## config.mk

```make
export PLATFORM = sky130hd
export DESIGN_NAME = u_icache
export DESIGN_NICKNAME = d
export VERILOG_FILES = /design/src/rtl/u_icache.sv
export SDC_FILE = /design/constraint.sdc
export NUM_CORES = 2
export LEC_CHECK = 0
export BUFFER_PORTS_ARGS = -buffer_cell sky130_fd_sc_hd__buf_2
export CORE_MARGIN = 3
export CORE_UTILIZATION = 45
export DETAILED_ROUTE_END_ITERATION = 8
export PLACE_DENSITY_LB_ADDON = 0.3
export SLEW_MARGIN = 5
export SYNTH_ARGS = -nofsm -noshare
export SYNTH_HDL_FRONTEND = slang
export SYNTH_SLANG_ARGS = --single-unit
```

## constraint.sdc

```tcl
create_clock -name clk_i -period 3.15 [get_ports clk_i]
set_input_delay 0 -clock clk_i [delete_from_list [all_inputs] [get_ports clk_i]]
set_output_delay 0 -clock clk_i [all_outputs]
set_load 0.02 [all_outputs]
```

## src/rtl/u_icache.sv

```systemverilog
// Direct-mapped read-only icache: same-cycle hit, miss refills one line in LINE_WORDS beats + 1 cycle.
// Stalls u_if via busywait_o during refill; ICACHE_STATS_EN adds hit/miss counters.
module u_icache #(
  parameter int LINES      = 16,
  parameter int LINE_WORDS = 4
) (
  input  logic        clk_i,
  input  logic        rst_i,
  input  logic        fetch_req_i,
  input  logic [29:0] fetch_addr_i,
  output logic        busywait_o,
  output logic [31:0] instr_o,
  input  logic        invalidate_i,
  output logic        mem_req_o,
  output logic [29:0] mem_addr_o,
  input  logic [31:0] mem_rdata_i,
  input  logic        mem_rvalid_i
`ifdef ICACHE_STATS_EN
  ,
  output logic [31:0] hit_cnt_o,
  output logic [31:0] miss_cnt_o
`endif
);
  localparam int OW = $clog2(LINE_WORDS);
  localparam int IW = $clog2(LINES);
  localparam int TW = 30 - OW - IW;
  localparam logic [31:0] NOP = 32'h0000_0013;

  typedef struct packed {
    logic [TW-1:0] tag;
    logic [IW-1:0] idx;
    logic [OW-1:0] off;
  } addr_t;

  typedef enum logic {IDLE, REFILL} state_t;

  addr_t         fa;
  state_t        state, state_nxt;
  logic [31:0]   data_q [LINES][LINE_WORDS];
  logic [TW-1:0] tag_q  [LINES];
  logic [LINES-1:0] valid_q;
  logic [TW-1:0] tag_l;
  logic [IW-1:0] idx_l;
  logic [OW-1:0] cnt;
  logic          pending;
  logic          hit, start, last_beat;

  assign fa         = addr_t'(fetch_addr_i);
  assign mem_req_o  = (state == REFILL);
  assign mem_addr_o = {tag_l, idx_l, {OW{1'b0}}};

  always_comb begin
    hit        = fetch_req_i && (state == IDLE) && valid_q[fa.idx] && (tag_q[fa.idx] == fa.tag);
    start      = fetch_req_i && !hit && (state == IDLE);
    last_beat  = (state == REFILL) && mem_rvalid_i && (cnt == OW'(LINE_WORDS - 1));
    busywait_o = fetch_req_i && !hit;
    instr_o    = hit ? data_q[fa.idx][fa.off] : NOP;
  end

  always_comb begin
    state_nxt = state;
    case (state)
      IDLE:    if (start) state_nxt = REFILL;
      REFILL:  if (last_beat) state_nxt = IDLE;
      default: state_nxt = IDLE;
    endcase
  end

  always_ff @(posedge clk_i or negedge rst_i) begin
    if (!rst_i) state <= IDLE;
    else        state <= state_nxt;
  end

  always_ff @(posedge clk_i or negedge rst_i) begin
    if (!rst_i) begin
      valid_q <= '0;
      tag_l   <= '0;
      idx_l   <= '0;
      cnt     <= '0;
      pending <= 1'b0;
    end else if (state == IDLE) begin
      if (invalidate_i) valid_q <= '0;
      if (start) begin
        tag_l   <= fa.tag;
        idx_l   <= fa.idx;
        cnt     <= '0;
        pending <= invalidate_i;
      end
    end else begin
      if (invalidate_i) pending <= 1'b1;
      if (mem_rvalid_i) cnt <= cnt + 1'b1;
      // A flush seen at any point of the refill also drops the line just filled.
      if (last_beat) begin
        pending <= 1'b0;
        if (pending || invalidate_i) valid_q <= '0;
        else                         valid_q[idx_l] <= 1'b1;
      end
    end
  end

  always_ff @(posedge clk_i) begin
    if ((state == REFILL) && mem_rvalid_i) begin
      data_q[idx_l][cnt] <= mem_rdata_i;
      if (last_beat) tag_q[idx_l] <= tag_l;
    end
  end

`ifdef ICACHE_STATS_EN
  always_ff @(posedge clk_i or negedge rst_i) begin
    if (!rst_i) begin
      hit_cnt_o  <= '0;
      miss_cnt_o <= '0;
    end else begin
      if (hit && (hit_cnt_o != 32'hFFFF_FFFF))    hit_cnt_o  <= hit_cnt_o + 32'd1;
      if (start && (miss_cnt_o != 32'hFFFF_FFFF)) miss_cnt_o <= miss_cnt_o + 32'd1;
    end
  end
`endif
endmodule

```

Word-level counts from Yosys, hierarchy flattened

Memories as Yosys holds them, arrays and structs flattened.
Cells that the tools add are included.
W data, S select, Z words.

Flip-flop bits (word level): 48
Output and inout bits: 64
Bits in writable memories: 2,432
Memories kept: 2
Input bits: 67

Bitwise operators: 4
$add $sub $neg: 1
Equality and inequality tests: 5
Muxes and demuxes: 29
Reduce and logical (&&, ||, !) cells: 17
Order comparisons: 6

Memories:

| memory | words | bits a word | rd ports | clocked after Yosys merged registers in | write ports | line | text |
|---|---|---|---|---|---|---|---|
| data_q | 16    | 128         | 1        | 0                                       | 1           | 39   | `logic [31:0] data_q [LINES][LINE_WORDS];` |
| tag_q  | 16    | 24          | 1        | 0                                       | 1           | 40   | `logic [TW-1:0] tag_q [LINES];` |

Operators by type and width:

| kind                  | count |
|---|---|
| $mux W128             | 1 |
| $mux W32              | 4 |
| $bmux W32 S2          | 1 |
| $demux W32 S2         | 1 |
| $mux W16              | 4 |
| $eq A24 B24 Y1        | 1 |
| $or A16 B16 Y16       | 1 |
| $mux W1               | 12 |
| $lt A4 B5 Y1 const B  | 2 |
| $logic_and A1 B1 Y1   | 9 |
| $reduce_and A2 Y1     | 4 |
| $ge A3 B3 Y1 const B  | 2 |
| $mux W2               | 3 |
| $not A2 Y3            | 2 |
| $bmux W1 S4           | 1 |
| $demux W1 S4          | 1 |
| $ge A4 B1 Y1 const B  | 1 |
| $reduce_bool A2 Y1    | 2 |
| $lt A3 B1 Y1 const B  | 1 |
| $ne A3 B2 Y1 const B  | 1 |
| $add A2 B1 Y2 const B | 1 |
| $eq A2 B2 Y1 const B  | 1 |
| $ne A2 B1 Y1 const B  | 1 |
| $ne A2 B2 Y1 const B  | 1 |
| other kinds (4)       | 4 |

Depth between registers and ports, before layout

Word-level depth: 9
Depth in mapped cells: 16

Worst setup path after synthesis

No wires, ideal clock.

Kind: register to register
Start point: reg idx_l[1]
End point: mem data_q[14][100] in the netlist's numbering, enable pin
Path buffers: 2
Data arrival time: 2.697 ns
Stages on the path, launching flop included: 6
Setup slack: 0.032 ns
Library setup time: 0.421 ns
Cells stage by stage: dfrtp_1 clkbuf_1 nor2b_1 clkbuf_1 nand3_1 nor2_1

RTL lines:

| what                   | line | text |
|---|---|---|
| start, declared        | 43   | `logic [IW-1:0] idx_l;` |
| start signal, assigned | 85   | `idx_l <= fa.idx;` |
| end, declared          | 39   |  |

No word-level cell before the write port.

Worst setup path after layout

Start point: mem tag_q[3][14] in the netlist's numbering
End point: out instr_o[17]

Longest elaborated chain between the ends: 4

Ends and longest elaborated chain:

| what                | line | text |
|---|---|---|
| start, declared     | 40   |  |
| $mem_v2 Z16 W24     | --   |  |
| $eq A24 B24 Y1      | 53   | `hit = fetch_req_i && (state == IDLE) && valid_q[fa.idx] && (tag_q[fa.idx] == fa.tag);` |
| $logic_and A1 B1 Y1 | 53   |  |
| $mux W32            | 57   | `instr_o = hit ? data_q[fa.idx][fa.off] : NOP;` |
| end, declared       | 12   | `output logic [31:0] instr_o,` |

No other way between the ends.

==> results.py <==
metrics = {
    "placed_design": {
        "port_buffers": 128,
        "place_congestion": 0.814,
        "place_inst": 6936,
        "hpwl_mm": 128,
    },
    "cts": {
        "cts_buffers": 233,
        "cts_tree": "built",
        "cts_buffer_depth": 3,
        "root_buffer": "clkbuf_16",
        "cts_htree_levels": 4,
        "clk_latency_ns": 0.89,
        "clk_pin_slew_worst_paths_ns": 0.06,
        "clock-sinks": 2480,
    },
    "setup_path": {
        "path_class": "flip-flop to output pin",
        "cp-start-kind": "flip-flop",
        "arrival_ns": 3.89,
        "r2r_start": "tag_q[3][14]$_DFFE_PP_",
        "critPathMostFrequentCell": "buf_4",
        "rrSetupSlack_ns": -0.10,
        "path_cells": "mux4_2, a22o_1, a221oi_2, xor2_1, buf_4, nand4bb_1, a211oi_2, buf_4, nand4_4, buf_12, buf_4, a211oi_2, buf_4",
        "crit_slowest_cell": "mux4_2",
        "cpPeakStageDelay_ns": 0.50,
        "r2r_end": "tag_l[13]$_DFFE_PN0P_",
        "r2r_cells": 13,
        "critPathCaptureType": "output pin",
        "crit_start": "tag_q[3][14]$_DFFE_PP_",
        "crit_fanout": 7,
        "worstSetupEndpoint": "instr_o[17]",
        "critPathRequiredTime_ns": 3.15,
    },
    "power_and_ir_drop": {
        "p_leak_nw": 35.1,
        "irDropWorstVdd_mv": 0.544,
        "power.total_mw": 73.0,
        "p_int_mw": 56.0,
        "pwr-share-clk_pct": 37.3,
        "p_sw_mw": 17.0,
        "p_per_area_nw_per_um2": 652,
        "pwr-share-seq_pct": 53.7,
        "combPwrFrac_pct": 9.0,
        "swShare_pct": 23.3,
    },
    "grt": {
        "grt_pass1_wl_mm": 345,
        "grt_overflow": 0,
        "grt_max_degree": 86,
        "grt_usage_pct": 22.3,
        "antenna_found_initial": 14,
        "grt_pass1_vias": 45700,
    },
    "sta": {
        "max_freq_ghz": 0.257,
        "setup_slack_ns": -0.744,
        "max_slew_margin_pct": 17.0,
        "final.min_clock_period_ns": 3.89,
        "hold_violations": 0,
        "finClkSkew_ns": 0.0862,
        "rsz0062_at_grt": "true",
        "setup_viol": 60,
        "post-route-period-util_pct": 124,
        "worst_pin_slew_ns": 1.25,
        "slew_violations": 0,
    },
    "detailed_routing": {
        "ant_nets": 0,
        "viasPerCell": 6.04,
        "dr.first_iter.drc_count": 5446,
        "via_count": 45100,
        "drc": 0,
        "drt_pass1_iterations": 5,
        "wl_mm": 241,
        "avgRoutedWirePerCell_microns": 32.3,
    },
    "floorplanning": {
        "rows": 168,
        "die_w_microns": 467,
        "dieArea_sq_um": 218000,
        "core-area_sq_um": 210000,
        "ios": 131,
        "fp.dieH_microns": 467,
        "initial_core_util_pct": 45.4,
    },
    "synthesis": {
        "synth_edf_count": 2432,
        "ys_types": 65,
        "synth-seq-area-share_pct": 77.6,
        "synthFlopType": "edfxtp_1",
        "yosysMostFrequentCell": "edfxtp_1",
        "synth-async-reset-ratio_pct": 1.94,
        "synth_common_cells": "edfxtp_1, mux4_2, nor2_1",
        "yosys.area.top_type": "edfxtp_1",
        "avgSynthCellArea_sq_um": 24.4,
        "syn_inst": 3920,
        "synthTopCellsByArea": "edfxtp_1, mux4_2, dfrtp_1, mux2i_1, nor2_1",
        "ys_ff_latch": 2480,
        "syn-cell-area_sq_um": 95600,
        "yosysTopAreaCellShare_pct": 76.4,
        "yosysWarnings": 0,
    },
    "layout": {
        "drive_gt1_share_pct": 36.1,
        "num-fill-cells": 15700,
        "multi_input_area_sq_um": 21100,
        "syn2layout_area_growth_pct": 17.2,
        "register_area_sq_um": 74200,
        "nets": 4527,
        "finalNonFillerCells": 7467,
    },
    "min_path": {
        "hold_class": "primary input to flip-flop",
    },
    "flow_run": {
        "maxCapViolations": 0,
    },
    "run_status": {
        "violations": "setup timing",
        "status": "finished, violations left",
    },
}
worst min path at each step:
stage                     start                    end  slack, ns  cells after the start
2_1_floorplan             rst_i     cnt[0]$_DFFE_PN0P_      -0.30                      0
5_1_grt        fetch_addr_i[12]   tag_l[6]$_DFFE_PN0P_       0.06                      3
3_3_place_gp              rst_i  tag_l[20]$_DFFE_PN0P_       0.23                      1
3_5_place_dp              rst_i  tag_l[22]$_DFFE_PN0P_       0.23                      1
6_report       fetch_addr_i[12]   tag_l[6]$_DFFE_PN0P_       0.07                      3
4_1_cts        fetch_addr_i[12]   tag_l[6]$_DFFE_PN0P_       0.01                      3
cell families after synthesis:
group	Yosys count	share of synthesized area (%)
flops	2480	77.6
mux	840	18.9
buf+inv	235	1.18
simple gates	207	1.05
compound gates	124	0.946
xor+xnor	29	0.266
fa+ha+maj	4	0.0524
other cells	1	0.00392
timing repair:
| action | 4_1_cts | 5_1_grt |
|---|---|---|
| gates resized for setup | 91 | 6 |
| pin swaps | 9 | 2 |
| hold endpoints to repair | 2149 | 0 |
| setup buffers | 1 | 1 |
| cloned | 1 | 0 |
| setup endpoints to repair | 65 | 65 |
| hold buffers | 87 | 0 |
power groups by stage:
stage	Sequential, mW	Combinational [mW]	Clock (mW)
6_report	39.2	6.58	27.2
5_1_grt	39.4	6.92	29.1
4_1_cts	39.2	6.64	27.8
3_5_place_dp	39.9	6.49	0
3_3_place_gp	39.8	6.42	0
2_1_floorplan	39.7	3.12	0
metrics by stage:
step / hold slack (ns) / instance area (sq um) / TNS (ns) / worst slack [ns] / utilization [%]
after floorplan: -0.296 / 95600 / 0 / 0.0319 / -
after global placement: 0.226 / 103000 / -7.44 / -0.429 / 49.1
after detailed placement: 0.229 / 103000 / -8.38 / -0.452 / 49.1
after CTS: 0.0135 / 112000 / -26.82 / -0.829 / 53.2
after global routing: 0.0638 / 112000 / -33.13 / -0.903 / 53.3
final: 0.0672 / 112000 / -24.60 / -0.744 / 53.3
routing by layer:
metal	track usage, %	part of all wire, %
met5	0	0.012
met1	32.2	41
met4	5.79	2.5
met3	3.66	7.5
met2	35.9	49
worst max-delay path, delay by kind of cell (launching register included):
kind                   cells  cell delay, ns
XOR/XNOR                   1            0.29
AO/OA/AOI/OAI              4            0.76
buffers and inverters      5            0.87
AND/OR/NAND/NOR            2            0.21
multiplexers               1            0.50
flip-flops                 1            0.37
cell usage in the layout (no fill, tap or decap), types with 11 or more instances in the layout:
master,instances
nor2_4,80
a211oi_1,22
dfrtp_1,48
clkbuf_1,63
buf_2,91
clkbuf_16,236
o21ai_0,11
buf_12,139
clkinv_2,48
mux4_2,762
mux2_2,23
nand2_1,18
bufinv_16,17
mux2i_1,46
edfxtp_1,2432
buf_6,22
a21oi_1,18
inv_1,14
nor2b_1,27
nor2_1,32
buf_4,177
xnor2_1,15
xor2_1,14
clkinv_1,46
a31oi_1,13
dlygate4sd3_1,86
registers in the layout, indices dropped and copies added (netlist names):
| register | count |
|---|---|
| mem_req_o | 1 |
| idx_l | 4 |
| tag_l | 24 |
| data_q | 2048 |
| tag_q | 384 |
| valid_q | 16 |
| cnt | 2 |
| pending | 1 |
layout make-up:
| type | count | share of cell area [%] |
|---|---|---|
| antenna | 5 | 0.0112 |
| clock buffer | 301 | 5.50 |
| clock inverter | 135 | 1.12 |
| inverter | 15 | 0.0569 |
| multi-input combinational | 1206 | 18.8 |
| sequential | 2480 | 66.2 |
| tap | 2805 | 3.13 |
| timing repair buffer | 520 | 5.15 |
Power figures use the tool's default switching activity.
